<file path="src/rtl/sum_window_avg.sv">
// Sliding-window moving average over the adder's sum stream, valid/ready on both sides.
// Optional round-half-up averaging is enabled by defining SUM_WINDOW_AVG_ROUND_EN.
module sum_window_avg #(
  parameter int DATA_W   = 17,
  parameter int WIN_LOG2 = 2
) (
  input  logic              clk,
  input  logic              rst,
  input  logic              in_valid,
  input  logic [DATA_W-1:0] in_data,
  output logic              in_ready,
  input  logic              flush,
  output logic              out_valid,
  output logic [DATA_W-1:0] out_data,
  input  logic              out_ready,
  output logic              win_full
);

  localparam int DEPTH = 1 << WIN_LOG2;
  localparam int CNT_W = WIN_LOG2 + 1;
  localparam int SUM_W = DATA_W + WIN_LOG2;
  localparam logic [CNT_W-1:0] DEPTH_C = CNT_W'(DEPTH);

  typedef enum logic [1:0] {S_EMPTY, S_FILL, S_FULL} state_e;

  state_e              state_q, state_d;
  logic [CNT_W-1:0]    count_q, count_d;
  logic [WIN_LOG2-1:0] wp_q, wp_d;
  logic [SUM_W-1:0]    sum_q, sum_d;
  logic                out_valid_q, out_valid_d;
  logic [DATA_W-1:0]   out_data_q, out_data_d;
  logic                win_full_q, win_full_d;
  logic [DATA_W-1:0]   mem_q [DEPTH];

  logic              accept;
  logic              wr_en;
  logic [SUM_W-1:0]  sum_next;
  logic [DATA_W-1:0] avg;

  always_comb begin
    in_ready = !rst && (!out_valid_q || out_ready);
    accept   = in_valid && in_ready;
    wr_en    = accept && !flush;

    // Once full, the slot about to be overwritten holds the oldest sample.
    if (state_q == S_FULL) begin
      sum_next = sum_q + SUM_W'(in_data) - SUM_W'(mem_q[wp_q]);
    end else begin
      sum_next = sum_q + SUM_W'(in_data);
    end

`ifdef SUM_WINDOW_AVG_ROUND_EN
    avg = DATA_W'(({1'b0, sum_next} + (SUM_W + 1)'(DEPTH / 2)) >> WIN_LOG2);
`else
    avg = DATA_W'(sum_next >> WIN_LOG2);
`endif

    // NOTE: every combinational output gets a default first so no latch is inferred.
    state_d     = state_q;
    count_d     = count_q;
    wp_d        = wp_q;
    sum_d       = sum_q;
    win_full_d  = win_full_q;
    out_data_d  = out_data_q;
    out_valid_d = out_valid_q && !out_ready;

    if (flush) begin
      state_d    = S_EMPTY;
      count_d    = '0;
      wp_d       = '0;
      sum_d      = '0;
      win_full_d = 1'b0;
    end else if (accept) begin
      wp_d  = wp_q + WIN_LOG2'(1);
      sum_d = sum_next;
      if (count_q != DEPTH_C) count_d = count_q + CNT_W'(1);
      unique case (state_q)
        S_EMPTY: state_d = (count_d == DEPTH_C) ? S_FULL : S_FILL;
        S_FILL:  state_d = (count_d == DEPTH_C) ? S_FULL : S_FILL;
        default: state_d = S_FULL;
      endcase
      win_full_d = (count_d == DEPTH_C);
      if (count_d == DEPTH_C) begin
        out_valid_d = 1'b1;
        out_data_d  = avg;
      end
    end
  end

  // NOTE: sequential state uses non-blocking assignments only.
  always_ff @(posedge clk) begin
    if (rst) begin
      state_q     <= S_EMPTY;
      count_q     <= '0;
      wp_q        <= '0;
      sum_q       <= '0;
      out_valid_q <= 1'b0;
      out_data_q  <= '0;
      win_full_q  <= 1'b0;
    end else begin
      state_q     <= state_d;
      count_q     <= count_d;
      wp_q        <= wp_d;
      sum_q       <= sum_d;
      out_valid_q <= out_valid_d;
      out_data_q  <= out_data_d;
      win_full_q  <= win_full_d;
    end
  end

  // NOTE: the sample buffer is deliberately not reset; the fill count decides which entries are live.
  always_ff @(posedge clk) begin
    if (wr_en) mem_q[wp_q] <= in_data;
  end

  assign out_valid = out_valid_q;
  assign out_data  = out_data_q;
  assign win_full  = win_full_q;

endmodule

</file>
<file path="config.mk">
export PLATFORM = sky130hd
export DESIGN_NAME = sum_window_avg
export DESIGN_NICKNAME = d
export VERILOG_FILES = /design/src/rtl/sum_window_avg.sv
export SDC_FILE = /design/constraint.sdc
export NUM_CORES = 1
export LEC_CHECK = 0
export CORE_MARGIN = 4
export CORE_UTILIZATION = 60
export CTS_CLUSTER_DIAMETER = 100
export DETAILED_ROUTE_END_ITERATION = 16
export PLACE_DENSITY = 0.81
export SETUP_SLACK_MARGIN = 0.02
export SLEW_MARGIN = 20
export SYNTH_ARGS = -nofsm -noshare
export SYNTH_HDL_FRONTEND = slang
export SYNTH_SLANG_ARGS = --single-unit
</file>
<file path="constraint.sdc">
create_clock -name clk -period 5.6 [get_ports clk]
set_clock_uncertainty 0.05 [all_clocks]
set_input_delay 0.56 -clock clk [delete_from_list [all_inputs] [get_ports clk]]
set_output_delay 0.56 -clock clk [all_outputs]
set_load 0.01 [all_outputs]
</file>
==> flow_metrics.tcl <==
set metrics [dict create \
    setup_viol_count_final 0 \
    cp.depth 18 \
    cts.sinks 115 \
    cts_hold_buffers 0 \
    relSlewSlack_pct 32.1 \
    cts-buffers-inserted 17 \
    design_area_um2 7490 \
    grt_pass1_vias 5049 \
    vias 4899 \
    synth-edff-count 68 \
    p_int_mw 1.67 \
    placed_area_um2 6910 \
    fp.dieW_um 112 \
    fmax_ghz 0.201 \
    crit_chain "clkdlybuf4s50_1, ha_1, inv_1, fa_1, nor2b_1, o31a_1, nor2_1, xnor2_1, ha_1, a211o_1, or3_1, a221o_1, maj3_2, a2111oi_4, o31ai_2, a31oi_4, o21ai_0, a31o_1" \
    crit_required_ps 5970 \
    cts_resized 0 \
    grt_pass1_wl_um 24500 \
    h-tree-depth 4 \
    combPwrFrac_pct 13.4 \
    start_kind "input port" \
    place.gp.congestion 0.849 \
    clockPowerShare_pct 46.4 \
    grt_use_total_pct 24.9 \
    drv_cap 0 \
    path_class "in2reg" \
    wl_per_cell_um 19.3 \
    cp-end-kind "flop" \
    firstDrtPassIters 8 \
    dp_hpwl_um 10500 \
    antenna_found_initial 0 \
    drc_errors 0 \
    crit_fanout 5 \
    switching_share_pct 26.3 \
    cts_setup_buffers 0 \
    p_leak_nw 2.72 \
    clock_path_buffers 2 \
    synth_top_area_cell "edfxtp_1" \
    syn_area_um2 6460 \
    setup_tns_ps 0 \
    cpMostUsedCell "ha_1" \
    period_minus_slack_ps 4970 \
    rows 37 \
    portBuffers 41 \
    syn_inst 607 \
    ff2ff_setup_slack_ps 890 \
    initial_core_util_pct 62.0 \
    drt_iter0_markers 433 \
    dieArea_um2 12500 \
    ir_drop_uv 204 \
    avgSynthCellArea_um2 10.6 \
    tightestPinTransition_ps 1020 \
    placeableCoreArea_um2 10400 \
    clock_latency_ps 530 \
    hold_violations 0 \
    yosysUniqueCellTypes 78 \
    root_buffer "clkbuf_8" \
    drv_slew 0 \
    min_from "sum_q[7]$_SDFFE_PP0P_" \
    r2r-end "out_data[14]$_SDFFE_PP0P_" \
    path_delay_family "compound AO/OA/AOI/OAI gates" \
    via_per_inst 6.17 \
    worstHoldEndpoint "sum_q[7]$_SDFFE_PP0P_" \
    ys_warn_count 0 \
    critical_path.slowest_cell "clkdlybuf4s50_1" \
    synth.top_cells.by_area "edfxtp_1 32%, dfxtp_1 15%, ha_1 7.0%" \
    status "finished clean" \
    fill_cells 732 \
    hp-class "reg2reg" \
    final_net_count 705 \
    synthFlopType "edfxtp_1" \
    wirelength_um 15300 \
    grt_overflow 0 \
    yosysMostFrequentCell "nor2_1" \
    power_frac_seq_pct 40.2 \
    yosys.area.top_type_share_pct 31.6 \
    synth_nets 667 \
    rsz0062_at_grt "false" \
    ioPinCount 42 \
    final.period_utilization_pct 88.8 \
    async_flop_share_pct 0 \
    synth.yosys.seq_area_share_pct 46.2 \
    diodes 0 \
    seqCellArea_um2 2980 \
    reg2reg_depth 14 \
    fp.dieH_um 112 \
    synthToLayoutAreaGrowth_pct 15.9 \
    critPathMaxStageDelay_ps 550 \
    p_sw_uw 595 \
    grt_max_degree 32 \
    cp.buffers_inverters 2 \
    cts_tree "yes" \
    holdPathStages 2 \
    multi_input_area_um2 3200 \
    powerDensity_nw_per_um2 302 \
    synthTopCellsByCount "74 x nor2_1, 68 x edfxtp_1, 47 x dfxtp_1" \
    ys_ff_latch 115 \
    cp.arrival_ps 5350 \
    drive_above_1_share_pct 11.7 \
    final_antenna_net_count 0 \
    path_clk_slew_ps 60 \
]
placed cells by master (no fill, tap or decap), types with 7 or more instances in the layout:
cell type and instances:
a211oi_1 29, a21o_1 7, a21oi_1 40, and3_1 7
clkbuf_16 16, clkdlybuf4s50_1 41, dfxtp_1 47, edfxtp_1 68
ha_1 36, inv_1 33, mux2i_1 7, mux4_2 14
nand2_1 36, nand2b_1 10, nand3_1 11, nor2_1 74
nor3_1 16, o21ai_0 25, xnor2_1 20
cells by family after synthesis:
family                   after synthesis  share of synthesized area, %
AO/OA/AOI/OAI                        154                          16.6
XOR/XNOR                              25                          3.74
adder cells (fa/ha/maj)               39                          7.77
buffers and inverters                 59                          4.38
flip-flops                           115                          46.2
multiplexers                          25                          7.13
AND/OR/NAND/NOR                      190                          14.2
per-stage QoR:
step                      hold WS, ps  instances  utilization, %  worst slack [ps]  power, mW
after floorplan                   390        607               -              1080       1.15
after global placement            402        762            66.4               212       1.21
after detailed placement          403        762            66.4               157       1.22
after CTS                         422        794            71.9               673       2.26
after global routing              435        794            71.9               318       2.34
final                             428        794            71.9               626       2.26
per-layer routing:
layer | share of wire, % | wire length (µm) | up-vias | GRT usage (%)
met1 | 40 | 6150 | 2348 | 28.9
met3 | 5.9 | 895 | 43 | 5.98
met2 | 50 | 7610 | 170 | 42.6
met4 | 4.1 | 630 | 0 | 13.3
met5 | 0 | 0 | - | 0
li1 | - | - | 2338 | -
worst max path at each step:
stage,start,to
2_1_floorplan,in_data[0],out_data[15]$_SDFFE_PP0P_
3_3_place_gp,in_data[0],out_data[15]$_SDFFE_PP0P_
3_5_place_dp,in_data[0],out_data[15]$_SDFFE_PP0P_
4_1_cts,in_data[0],out_data[15]$_SDFFE_PP0P_
5_1_grt,in_data[0],out_data[15]$_SDFFE_PP0P_
6_report,in_data[0],out_data[15]$_SDFFE_PP0P_
worst min-delay path, cell delays in order (launching register included):
cell     delay (ps)
dfxtp_1         310
nand2_1          60
a21oi_1          60
power groups by stage:
stage / clock (mW) / combinational [mW] / sequential [mW]
floorplan: 0 / 0.226 / 0.924
global placement: 0 / 0.284 / 0.927
detailed placement: 0 / 0.293 / 0.927
CTS: 1.06 / 0.299 / 0.910
global route: 1.10 / 0.332 / 0.910
finish: 1.05 / 0.303 / 0.910
cell type report:
class	instances	share of cell area (%)
multi-input combinational	433	42.7
sequential	115	39.8
timing repair buffer	45	5.88
clock buffer	18	5.58
tap	136	2.27
clock inverter	14	2.06
inverter	33	1.65
state kept, by name, indices dropped and copies added (netlist names), named ones only:
| name | cells |
|---|---|
| win_full | 1 |
| out_data | 17 |
| wp_q | 2 |
| count_q | 3 |
| sum_q | 19 |
| out_valid | 1 |
| state_q | 2 |
| mem_q | 68 |
No activity file was read; power rests on OpenSTA's default activity.
